===== src/rtl/ahb_wrr_arbiter.sv =====
// Weighted round-robin AHB bus arbiter: a master keeps the bus for up to
// `weight` consecutive transactions, and handover happens with no idle cycle.
module ahb_wrr_arbiter #(
    parameter int MASTER_NUM = 4,
    parameter int WEIGHT_BIT = 4,
    parameter int MIDX_BIT   = $clog2(MASTER_NUM)
) (
    input  logic                             hclk,
    input  logic                             hreset_n,
    input  logic [MASTER_NUM-1:0]            hreq,
    input  logic [3*MASTER_NUM-1:0]          hburst,
    input  logic                             hwait,
    input  logic [MASTER_NUM*WEIGHT_BIT-1:0] weight,
    input  logic                             weight_load,
    output logic [MASTER_NUM-1:0]            hgrant,
    output logic                             hsel,
    output logic [MIDX_BIT-1:0]              hmaster,
    output logic                             hlast
);

    typedef enum logic [0:0] {
        IDLE  = 1'b0,
        BURST = 1'b1
    } state_e;

    state_e                  state_q, state_d;
    logic [MASTER_NUM-1:0]   owner_q, owner_d;
    logic [MIDX_BIT-1:0]     midx_q, midx_d;
    logic [3:0]              count_q, count_d;
    logic [3:0]              lenm1_q, lenm1_d;
    logic                    incr_q, incr_d;
    logic [WEIGHT_BIT-1:0]   weight_q [MASTER_NUM];
    logic [WEIGHT_BIT-1:0]   weight_d [MASTER_NUM];
    logic [WEIGHT_BIT-1:0]   credit_q [MASTER_NUM];
    logic [WEIGHT_BIT-1:0]   credit_d [MASTER_NUM];

    logic [2:0]              burst_s  [MASTER_NUM];
    logic [WEIGHT_BIT-1:0]   weight_s [MASTER_NUM];
    logic                    sel_s;
    logic                    last_s;
    logic                    grant_s;
    logic [MIDX_BIT-1:0]     next_s;
    logic [WEIGHT_BIT-1:0]   cred_dec_s;

    // First requester found scanning upward from (from + 1), wrapping around.
    function automatic logic [MIDX_BIT-1:0] rr_pick(input logic [MASTER_NUM-1:0] req,
                                                    input logic [MIDX_BIT-1:0]   from);
        logic [MIDX_BIT-1:0] pick;
        logic [MIDX_BIT-1:0] cand;
        logic                found;
        pick  = from;
        found = 1'b0;
        for (int k = 1; k <= MASTER_NUM; k++) begin
            cand = MIDX_BIT'((int'(from) + k) % MASTER_NUM);
            if (!found && req[cand]) begin
                pick  = cand;
                found = 1'b1;
            end else begin
                found = found;
            end
        end
        return pick;
    endfunction

    // Returns {incr, beats-1}; INCR is capped at 16 beats.
    function automatic logic [4:0] burst_decode(input logic [2:0] code);
        logic [4:0] res;
        case (code)
            3'b000:         res = {1'b0, 4'd0};
            3'b001:         res = {1'b1, 4'd15};
            3'b010, 3'b011: res = {1'b0, 4'd3};
            3'b100, 3'b101: res = {1'b0, 4'd7};
            default:        res = {1'b0, 4'd15};
        endcase
        return res;
    endfunction

    function automatic logic [WEIGHT_BIT-1:0] reload_val(input logic [WEIGHT_BIT-1:0] w);
        return (w == {WEIGHT_BIT{1'b0}}) ? WEIGHT_BIT'(1'b1) : w;
    endfunction

    // Unpack per-master input buses.
    always_comb begin
        for (int i = 0; i < MASTER_NUM; i++) begin
            burst_s[i]  = hburst[i*3 +: 3];
            weight_s[i] = weight[i*WEIGHT_BIT +: WEIGHT_BIT];
        end
    end

    assign sel_s      = |owner_q;
    assign last_s     = sel_s && ((count_q == lenm1_q) || (incr_q && !hreq[midx_q]));
    assign cred_dec_s = (credit_q[midx_q] == {WEIGHT_BIT{1'b0}}) ? {WEIGHT_BIT{1'b0}}
                                                                  : credit_q[midx_q] - WEIGHT_BIT'(1'b1);

    assign hgrant  = owner_q & {MASTER_NUM{~hwait}};
    assign hsel    = sel_s;
    assign hmaster = midx_q;
    assign hlast   = last_s;

    // Next-state: arbitration, beat counting, credit and weight bookkeeping.
    always_comb begin
        state_d  = state_q;
        owner_d  = owner_q;
        midx_d   = midx_q;
        count_d  = count_q;
        lenm1_d  = lenm1_q;
        incr_d   = incr_q;
        credit_d = credit_q;
        grant_s  = 1'b0;
        next_s   = midx_q;
        for (int i = 0; i < MASTER_NUM; i++) begin
            weight_d[i] = weight_load ? weight_s[i] : weight_q[i];
        end

        case (state_q)
            IDLE: begin
                if (|hreq) begin
                    grant_s = 1'b1;
                    next_s  = rr_pick(hreq, midx_q);
                end else begin
                    owner_d = {MASTER_NUM{1'b0}};
                end
            end
            BURST: begin
                if (hwait) begin
                    count_d = count_q;
                end else if (last_s) begin
                    if ((cred_dec_s != {WEIGHT_BIT{1'b0}}) && hreq[midx_q]) begin
                        credit_d[midx_q] = cred_dec_s;
                        grant_s          = 1'b1;
                        next_s           = midx_q;
                    end else begin
                        // weight_d already carries a coincident weight_load
                        credit_d[midx_q] = reload_val(weight_d[midx_q]);
                        if (|hreq) begin
                            grant_s = 1'b1;
                            next_s  = rr_pick(hreq, midx_q);
                        end else begin
                            state_d = IDLE;
                            owner_d = {MASTER_NUM{1'b0}};
                        end
                    end
                end else begin
                    count_d = count_q + 4'd1;
                end
            end
            default: begin
                state_d = IDLE;
                owner_d = {MASTER_NUM{1'b0}};
            end
        endcase

        if (grant_s) begin
            state_d           = BURST;
            owner_d           = {{(MASTER_NUM-1){1'b0}}, 1'b1} << next_s;
            midx_d            = next_s;
            count_d           = 4'd0;
            {incr_d, lenm1_d} = burst_decode(burst_s[next_s]);
        end else begin
            midx_d = midx_d;
        end
    end

    // State registers with asynchronous reset abandoning any burst.
    always_ff @(posedge hclk or negedge hreset_n) begin
        if (!hreset_n) begin
            state_q <= IDLE;
            owner_q <= {MASTER_NUM{1'b0}};
            midx_q  <= MIDX_BIT'(MASTER_NUM - 1);
            count_q <= 4'd0;
            lenm1_q <= 4'd0;
            incr_q  <= 1'b0;
            for (int i = 0; i < MASTER_NUM; i++) begin
                weight_q[i] <= WEIGHT_BIT'(1'b1);
                credit_q[i] <= WEIGHT_BIT'(1'b1);
            end
        end else begin
            state_q <= state_d;
            owner_q <= owner_d;
            midx_q  <= midx_d;
            count_q <= count_d;
            lenm1_q <= lenm1_d;
            incr_q  <= incr_d;
            for (int i = 0; i < MASTER_NUM; i++) begin
                weight_q[i] <= weight_d[i];
                credit_q[i] <= credit_d[i];
            end
        end
    end

endmodule


===== config.mk =====
export PLATFORM = sky130hd
export DESIGN_NAME = ahb_wrr_arbiter
export DESIGN_NICKNAME = d
export VERILOG_FILES = /design/src/rtl/ahb_wrr_arbiter.sv
export SDC_FILE = /design/constraint.sdc
export NUM_CORES = 1
export LEC_CHECK = 0
export ABC_AREA = 1
export CORE_ASPECT_RATIO = 0.8
export CORE_UTILIZATION = 50
export CTS_BUF_LIST = sky130_fd_sc_hd__clkbuf_2 sky130_fd_sc_hd__clkbuf_4 sky130_fd_sc_hd__clkbuf_8
export CTS_CLUSTER_DIAMETER = 80
export DETAILED_ROUTE_END_ITERATION = 12
export PLACE_DENSITY = 0.78
export SYNTH_ARGS = -nofsm -noshare
export SYNTH_HDL_FRONTEND = slang
export SYNTH_SLANG_ARGS = --single-unit

===== constraint.sdc =====
create_clock -name hclk -period 2.54 [get_ports hclk]
set_clock_uncertainty 0.2 [all_clocks]
set_input_delay 0.508 -clock hclk [delete_from_list [all_inputs] [get_ports hclk]]
set_output_delay 0.508 -clock hclk [all_outputs]
set_load 0.005 [all_outputs]

==> run_results.csv, run 1 <==
group,metric,value,unit
routing,ant_nets,0,
routing,viasPerCell,5.269,
place,dp.cells,452,
synthesis,synth_cells,325,
pwr,switching_power,1.783,mW
final_layout,drive_gt1_share,32.26,%
synthesis,synth.avg_cell_area,8.485,sq um
floorplan,start_util,53.53,%
clock_tree,path_clk_slew,0.09,ns
pwr,power.leakage,1.759,nW
setup_path,cp.required,2.54,ns
final_layout,final_cells,465,
timing,slew_headroom,60.68,%
synthesis,syn_nets,366,
floorplan,ioPinCount,44,
timing,setup_tns,-0.006604,ns
setup_path,crit_family,"simple AND/OR/NAND/NOR gates",
routing,wirelength,6669,um
timing,fmax,392.7,MHz
clock_tree,h-tree-depth,2,
clock_tree,cts_num_sinks,47,
global_route,grt_usage,24.69,%
timing,final_hold_viol_count,0,
status,outcome,"finished with violations",
floorplan,die_y,68.43,um
timing,worst_pin_slew,0.5898,ns
place,dp_hpwl,4782,um
synthesis,yosysTopAreaCell,"dfrtp_1",
setup_path,endpoint_kind,"flop",
setup_path,r2r_slack,-0.007,ns
setup_path,cp_cell_sequence,"inv_6 -> ha_4 -> inv_4 -> nand2_2 -> nand2_2 -> clkinv_2 -> nand3_2 -> nand2_2 -> nand4_4 -> buf_6 -> nand3_1 -> nand3_1 -> nand2_2 -> o21ai_1 -> nand2_1 -> nand2_1",
final_layout,fin_nets,443,
synthesis,synthTopCellsByArea,"dfrtp_1 34%, mux2_2 11%, nand2_1 11%",
synthesis,ys_seq_area_share,43.10,%
synthesis,netlist-cell-type-count,35,
clock_tree,clk_latency,0.30,ns
timing,min_period_over_period,100.3,%
global_route,grt_pass1_vias,2360,
routing,drtIter0Drc,111,
synthesis,synth_top_area_share,33.58,%
flow_run,cap_violations,0,
global_route,grt-ovfl-total,0,
clock_tree,cts_root_buffer,"clkbuf_8",
timing,period_minus_slack,2.547,ns
pwr,pwr-share-comb,60.0,%
final_layout,final_common_cell,"nand2_1",
pwr,p_int,2.318,mW
timing,rsz0062_at_grt,"true",
setup_path,max_stage_delay,0.62,ns
clock_tree,ctsHoldBuffers,0,
pwr,swShare,43.48,%
final_layout,syn_to_final_growth,34.71,%
final_layout,utilization,72.12,%
setup_path,worstPathArrival,2.55,ns
clock_tree,ctsLongestPathBuffers,2,
setup_path,cp-start-kind,"flop",
clock_tree,cts_tree,"done",
synthesis,ys_warn_count,0,
timing,finalSetupViolations,1,
routing,drcViolationCount,0,
routing,vias,2450,
place,portBuffers,43,
final_layout,nFillCells,377,
routing,wl_per_cell,14.34,um
timing,holdWs,0.09629,ns
routing,drt_first_pass_iters,4,
floorplan,chipWidth,85.03,um
timing,drv_slew,0,
floorplan,die_area,0.005818,sq mm
setup_path,crit_start,"hmaster[0]",
pwr,power,4.101,mW
hold_path,hp-class,"in2async",
setup_path,path_buf_inv,4,
floorplan,row_count,23,
place,placed_cell_area,0.003491,sq mm
timing,setup_ws,-0.006604,ns
floorplan,core_area,0.005151,sq mm
synthesis,syn_area,0.002758,sq mm
synthesis,synth_seq_cells,47,
setup_path,cp_slowest_cell,"dfstp_2",
global_route,met1_usage,34.40,%
pwr,vdd_drop_max,0.6102,mV
clock_tree,numCtsBuffers,5,
final_layout,fin_area,0.003715,sq mm
setup_path,path_max_fanout,7,
setup_path,reg2reg_from,"hmaster[0]",
pwr,power_density,1104,mW/mm^2
global_route,antenna_found_initial,0,
global_route,gr-usage-met3,4.946,%
setup_path,crit_top_cell,"nand2_2",
final_layout,final_cell_mix,"72 x nand2_1, 38 x clkdlybuf4s50_1, 37 x dfrtp_1",
place,place_congestion,0.9005,
pwr,p_seq_share,28.2,%
pwr,clockPowerShare,11.8,%
global_route,grt_max_degree,48,
global_route,grtUsageMet2,39.52,%
final_layout,diodes,0,
global_route,grt_busiest_layer,"met2",
place,place_ws,-0.2796,ns
global_route,grt_pass1_wl,10930,um
setup_path,critPathKind,"reg2reg",
status,failed_checks,"setup timing",
==> logic make-up after synthesis <==
group | share of synthesized area [%]
buffers and inverters | 7.214
adders and majority gates | 2.269
muxes | 11.03
and+or+nand+nor | 27.72
DFF | 43.10
AOI/OAI and AO/OA | 8.666
==> power groups by stage <==
stage               clock network [mW]  logic [mW]  registers [mW]
floorplan                            0        1.54            1.13
global placement                     0        2.16            1.15
detailed placement                   0        2.22            1.16
CTS                              0.497        2.31            1.15
global route                     0.536        2.71            1.19
finish                           0.485        2.46            1.16
==> layout make-up <==
| cell class | count | area (sq um) | area share, % |
|---|---|---|---|
| Multi-Input combinational cell | 232 | 1441 | 38.80 |
| Sequential cell | 47 | 1189 | 32.00 |
| Timing Repair Buffer | 80 | 764.5 | 20.58 |
| Inverter | 36 | 143.9 | 3.873 |
| Clock buffer | 7 | 90.09 | 2.425 |
| Tap cell | 62 | 77.57 | 2.088 |
| Clock inverter | 1 | 8.758 | 0.2358 |
==> sequential cells by signal (all words and copies together), names as in the netlist <==
| name | count |
|---|---|
| weight_q | 16 |
| owner_q | 4 |
| count_q | 4 |
| incr_q | 1 |
| hmaster | 2 |
| lenm1_q | 3 |
| credit_q | 16 |
| state_q | 1 |
==> what timing repair did <==
action | 4_1_cts | 5_1_grt
setup buffers | 1 | 3
pin swaps | 0 | 3
gates resized for setup | 11 | 14
endpoints found under the setup margin | 5 | 16
cloned | 1 | 0
==> synth_stat cells, drive strengths merged <==
cell type,count
ha,5
o22a,1
a32o,1
o22ai,1
mux2,27
o2111ai,1
o221ai,1
dfstp,10
nor3,1
a21oi,9
inv,35
clkbuf,2
nand2,96
buf,8
o21ai,12
nor4,1
nand4,5
nand3b,2
o211ai,1
a31oi,6
clkinv,1
dfrtp,37
nor2,27
nand3,30
o21a,1
o32ai,4
==> per-layer routing <==
metal / part of all wire [%] / up-vias
met5: 0 / -
met4: 0.91 / 0
met3: 5.4 / 5
met2: 44 / 54
met1: 49 / 1164
li1: - / 1227
==> worst paths after layout <==
kind                                    end  cells after the start
worst max-delay path             lenm1_q[3]                     16
min in group hclk               weight_q[2]                      1
worst max register to register   lenm1_q[3]                     16
max in group asynchronous       credit_q[3]                      2
worst min register to register  weight_q[2]                      1
worst min-delay path            weight_q[1]                      2
Power figures use the tool's default switching activity.
==> run 2: changes to the inputs <==
--- a/config.mk
+++ b/config.mk
@@ -7,11 +7,11 @@
 export LEC_CHECK = 0
 export ABC_AREA = 1
 export CORE_ASPECT_RATIO = 0.8
-export CORE_UTILIZATION = 50
+export CORE_UTILIZATION = 56
 export CTS_BUF_LIST = sky130_fd_sc_hd__clkbuf_2 sky130_fd_sc_hd__clkbuf_4 sky130_fd_sc_hd__clkbuf_8
 export CTS_CLUSTER_DIAMETER = 80
 export DETAILED_ROUTE_END_ITERATION = 12
-export PLACE_DENSITY = 0.78
+export PLACE_DENSITY = 0.83
 export SYNTH_ARGS = -nofsm -noshare
 export SYNTH_HDL_FRONTEND = slang
 export SYNTH_SLANG_ARGS = --single-unit
==> constraint.sdc (replaced) <==
create_clock -name hclk -period 2.69 [get_ports hclk]
set_clock_uncertainty 0.2 [all_clocks]
set_input_delay 0.538 -clock hclk [delete_from_list [all_inputs] [get_ports hclk]]
set_output_delay 0.538 -clock hclk [all_outputs]
set_load 0.005 [all_outputs]
==> run 2 against run 1 <==
Net effect: the run still ends with setup timing left; combinational power is 6% higher; power rose by 6.2%; design area rose by 3.2%; fmax fell by 6.2%; clock power grew 33%; die area is 10% lower; worst setup slack worse by 0.018 ns; critical path type unchanged; critical endpoint is now incr_q; largest power group unchanged.
==> run_results.csv, run 2 (synthesis gave the netlist of run 1 again) <==
group,metric,value,unit
routing,drt_first_pass_iters,4,
final_layout,final_cell_mix,"71 x nand2_1, 37 x dfrtp_1, 37 x clkdlybuf4s50_1",
final_layout,drive_gt1_share,33.58,%
clock_tree,numCtsBuffers,5,
final_layout,reg_top3,"credit_q (16), weight_q (16)",
floorplan,row_count,22,
clock_tree,clk_latency,0.32,ns
clock_tree,cts_root_buffer,"clkbuf_8",
pwr,p_seq_share,25.3,%
final_layout,fin_nets,448,
timing,period_minus_slack,2.714,ns
setup_path,path_max_fanout,8,
timing,min_period_over_period,100.9,%
timing,worst_pin_slew,0.5838,ns
floorplan,start_util,59.28,%
pwr,pwr-share-comb,59.9,%
timing,drv_slew,0,
flow_run,cap_violations,0,
setup_path,max_stage_delay,0.62,ns
setup_path,cp_cell_sequence,"inv_6 -> buf_12 -> ha_4 -> inv_4 -> nand2_4 -> nand2_2 -> inv_4 -> nand3_4 -> o2111ai_1 -> nand2_2 -> inv_2 -> nand2_2 -> nand3_4 -> inv_2 -> nand4_1 -> nand2_1",
place,place_congestion,0.8319,
pwr,vdd_drop_max,0.8020,mV
pwr,power_density,1136,mW/mm^2
setup_path,crit_family,"simple AND/OR/NAND/NOR gates",
floorplan,die_area,0.005211,sq mm
setup_path,critPathKind,"reg2reg",
pwr,switching_power,1.927,mW
routing,wirelength,7834,um
global_route,grt_max_degree,48,
clock_tree,cts_tree,"done",
place,place_ws,-0.1738,ns
floorplan,core_area,0.004652,sq mm
final_layout,utilization,82.44,%
global_route,grt-ovfl-total,0,
place,placed_cell_area,0.003461,sq mm
global_route,antenna_found_initial,0,
timing,slew_headroom,61.08,%
floorplan,ioPinCount,44,
final_layout,nFillCells,285,
timing,fmax,368.4,MHz
final_layout,fin_area,0.003835,sq mm
floorplan,chipWidth,80.46,um
setup_path,endpoint_kind,"flop",
clock_tree,cts_num_sinks,47,
status,failed_checks,"setup timing",
clock_tree,h-tree-depth,2,
clock_tree,ctsHoldBuffers,0,
routing,drtIter0Drc,183,
routing,wl_per_cell,16.74,um
timing,rsz0062_at_grt,"true",
global_route,grt_pass1_vias,2655,
routing,vias,2680,
clock_tree,path_clk_slew,0.09,ns
setup_path,path_buf_inv,6,
setup_path,worstPathArrival,2.73,ns
timing,setup_tns,-0.05298,ns
pwr,power,4.355,mW
global_route,grt_usage,30.61,%
global_route,grt_pass1_wl,12040,um
final_layout,diodes,0,
timing,finalSetupViolations,5,
setup_path,cp_slowest_cell,"dfstp_2",
routing,ant_nets,0,
timing,setup_ws,-0.02429,ns
routing,drcViolationCount,0,
pwr,swShare,44.26,%
timing,final_hold_viol_count,0,
setup_path,cp.required,2.71,ns
routing,viasPerCell,5.726,
place,portBuffers,43,
pwr,clockPowerShare,14.9,%
place,dp_hpwl,4962,um
setup_path,crit_top_cell,"nand2_2",
clock_tree,ctsLongestPathBuffers,2,
status,outcome,"finished with violations",
floorplan,die_y,64.77,um
final_layout,final_common_cell,"nand2_1",
setup_path,cp-start-kind,"flop",
pwr,p_int,2.428,mW
hold_path,hp-class,"in2async",
pwr,power.leakage,1.825,nW
final_layout,syn_to_final_growth,39.07,%
[run 2: cell types whose count changed in the layout (fill, tap and decap cells not counted), sizes merged]
cell and change:
dlygate4sd2 +2, inv +2, clkbuf -3, bufinv +2, clkdlybuf4s50 -1, clkinv -2
buf +5
[run 2: routing by layer]
layer | vias up | wire length (um) | global-route usage, %
met2 | 102 | 3995 | 52.44
met3 | 23 | 393 | 5.070
li1 | 1242 | - | -
met1 | 1313 | 3240 | 37.98
met5 | - | 0 | 0
met4 | 0 | 206 | 13.17
[run 2: metrics by stage]
step	std cells	hold slack [ns]
finish	468	0.09055
global route	468	0.1491
CTS	465	0.1162
detailed placement	450	0.2825
global placement	450	0.2803
floorplan	325	0.04241
[run 2: what timing repair did]
item,CTS,global route
setup buffers,6,3
setup endpoints to repair,1,8
cloned,1,0
gates resized for setup,16,23
pin swaps,1,10
[run 2: power by group through the flow]
stage / registers (mW) / logic [mW] / clock network (mW)
6_report: 1.10 / 2.61 / 0.647
5_1_grt: 1.12 / 2.82 / 0.672
4_1_cts: 1.09 / 2.27 / 0.649
3_5_place_dp: 1.10 / 2.09 / 0
3_3_place_gp: 1.08 / 1.98 / 0
2_1_floorplan: 1.07 / 1.44 / 0
[run 2: layout make-up]
type                            count  area, sq um  area share [%]
Clock buffer                        5        68.82           1.794
Sequential cell                    47         1189           31.00
Timing Repair Buffer               85        804.5           20.98
Inverter                           36        145.1           3.785
Clock inverter                      3        71.32           1.860
Multi-Input combinational cell    232         1481           38.63
Tap cell                           60        75.07           1.958
[run 2: worst paths after layout]
path / startpoint / end / slack (ns) / depth (start not counted)
worst max-delay path: hmaster[0] / incr_q / -0.02 / 16
worst min-delay path: hreset_n / lenm1_q[2] / 0.09 / 2
worst max register to register: hmaster[0] / incr_q / -0.02 / 16
worst min register to register: credit_q[12] / credit_q[12] / 0.31 / 2
max in group asynchronous: hreset_n / weight_q[5] / 1.80 / 2
min in group hclk: credit_q[12] / credit_q[12] / 0.31 / 2
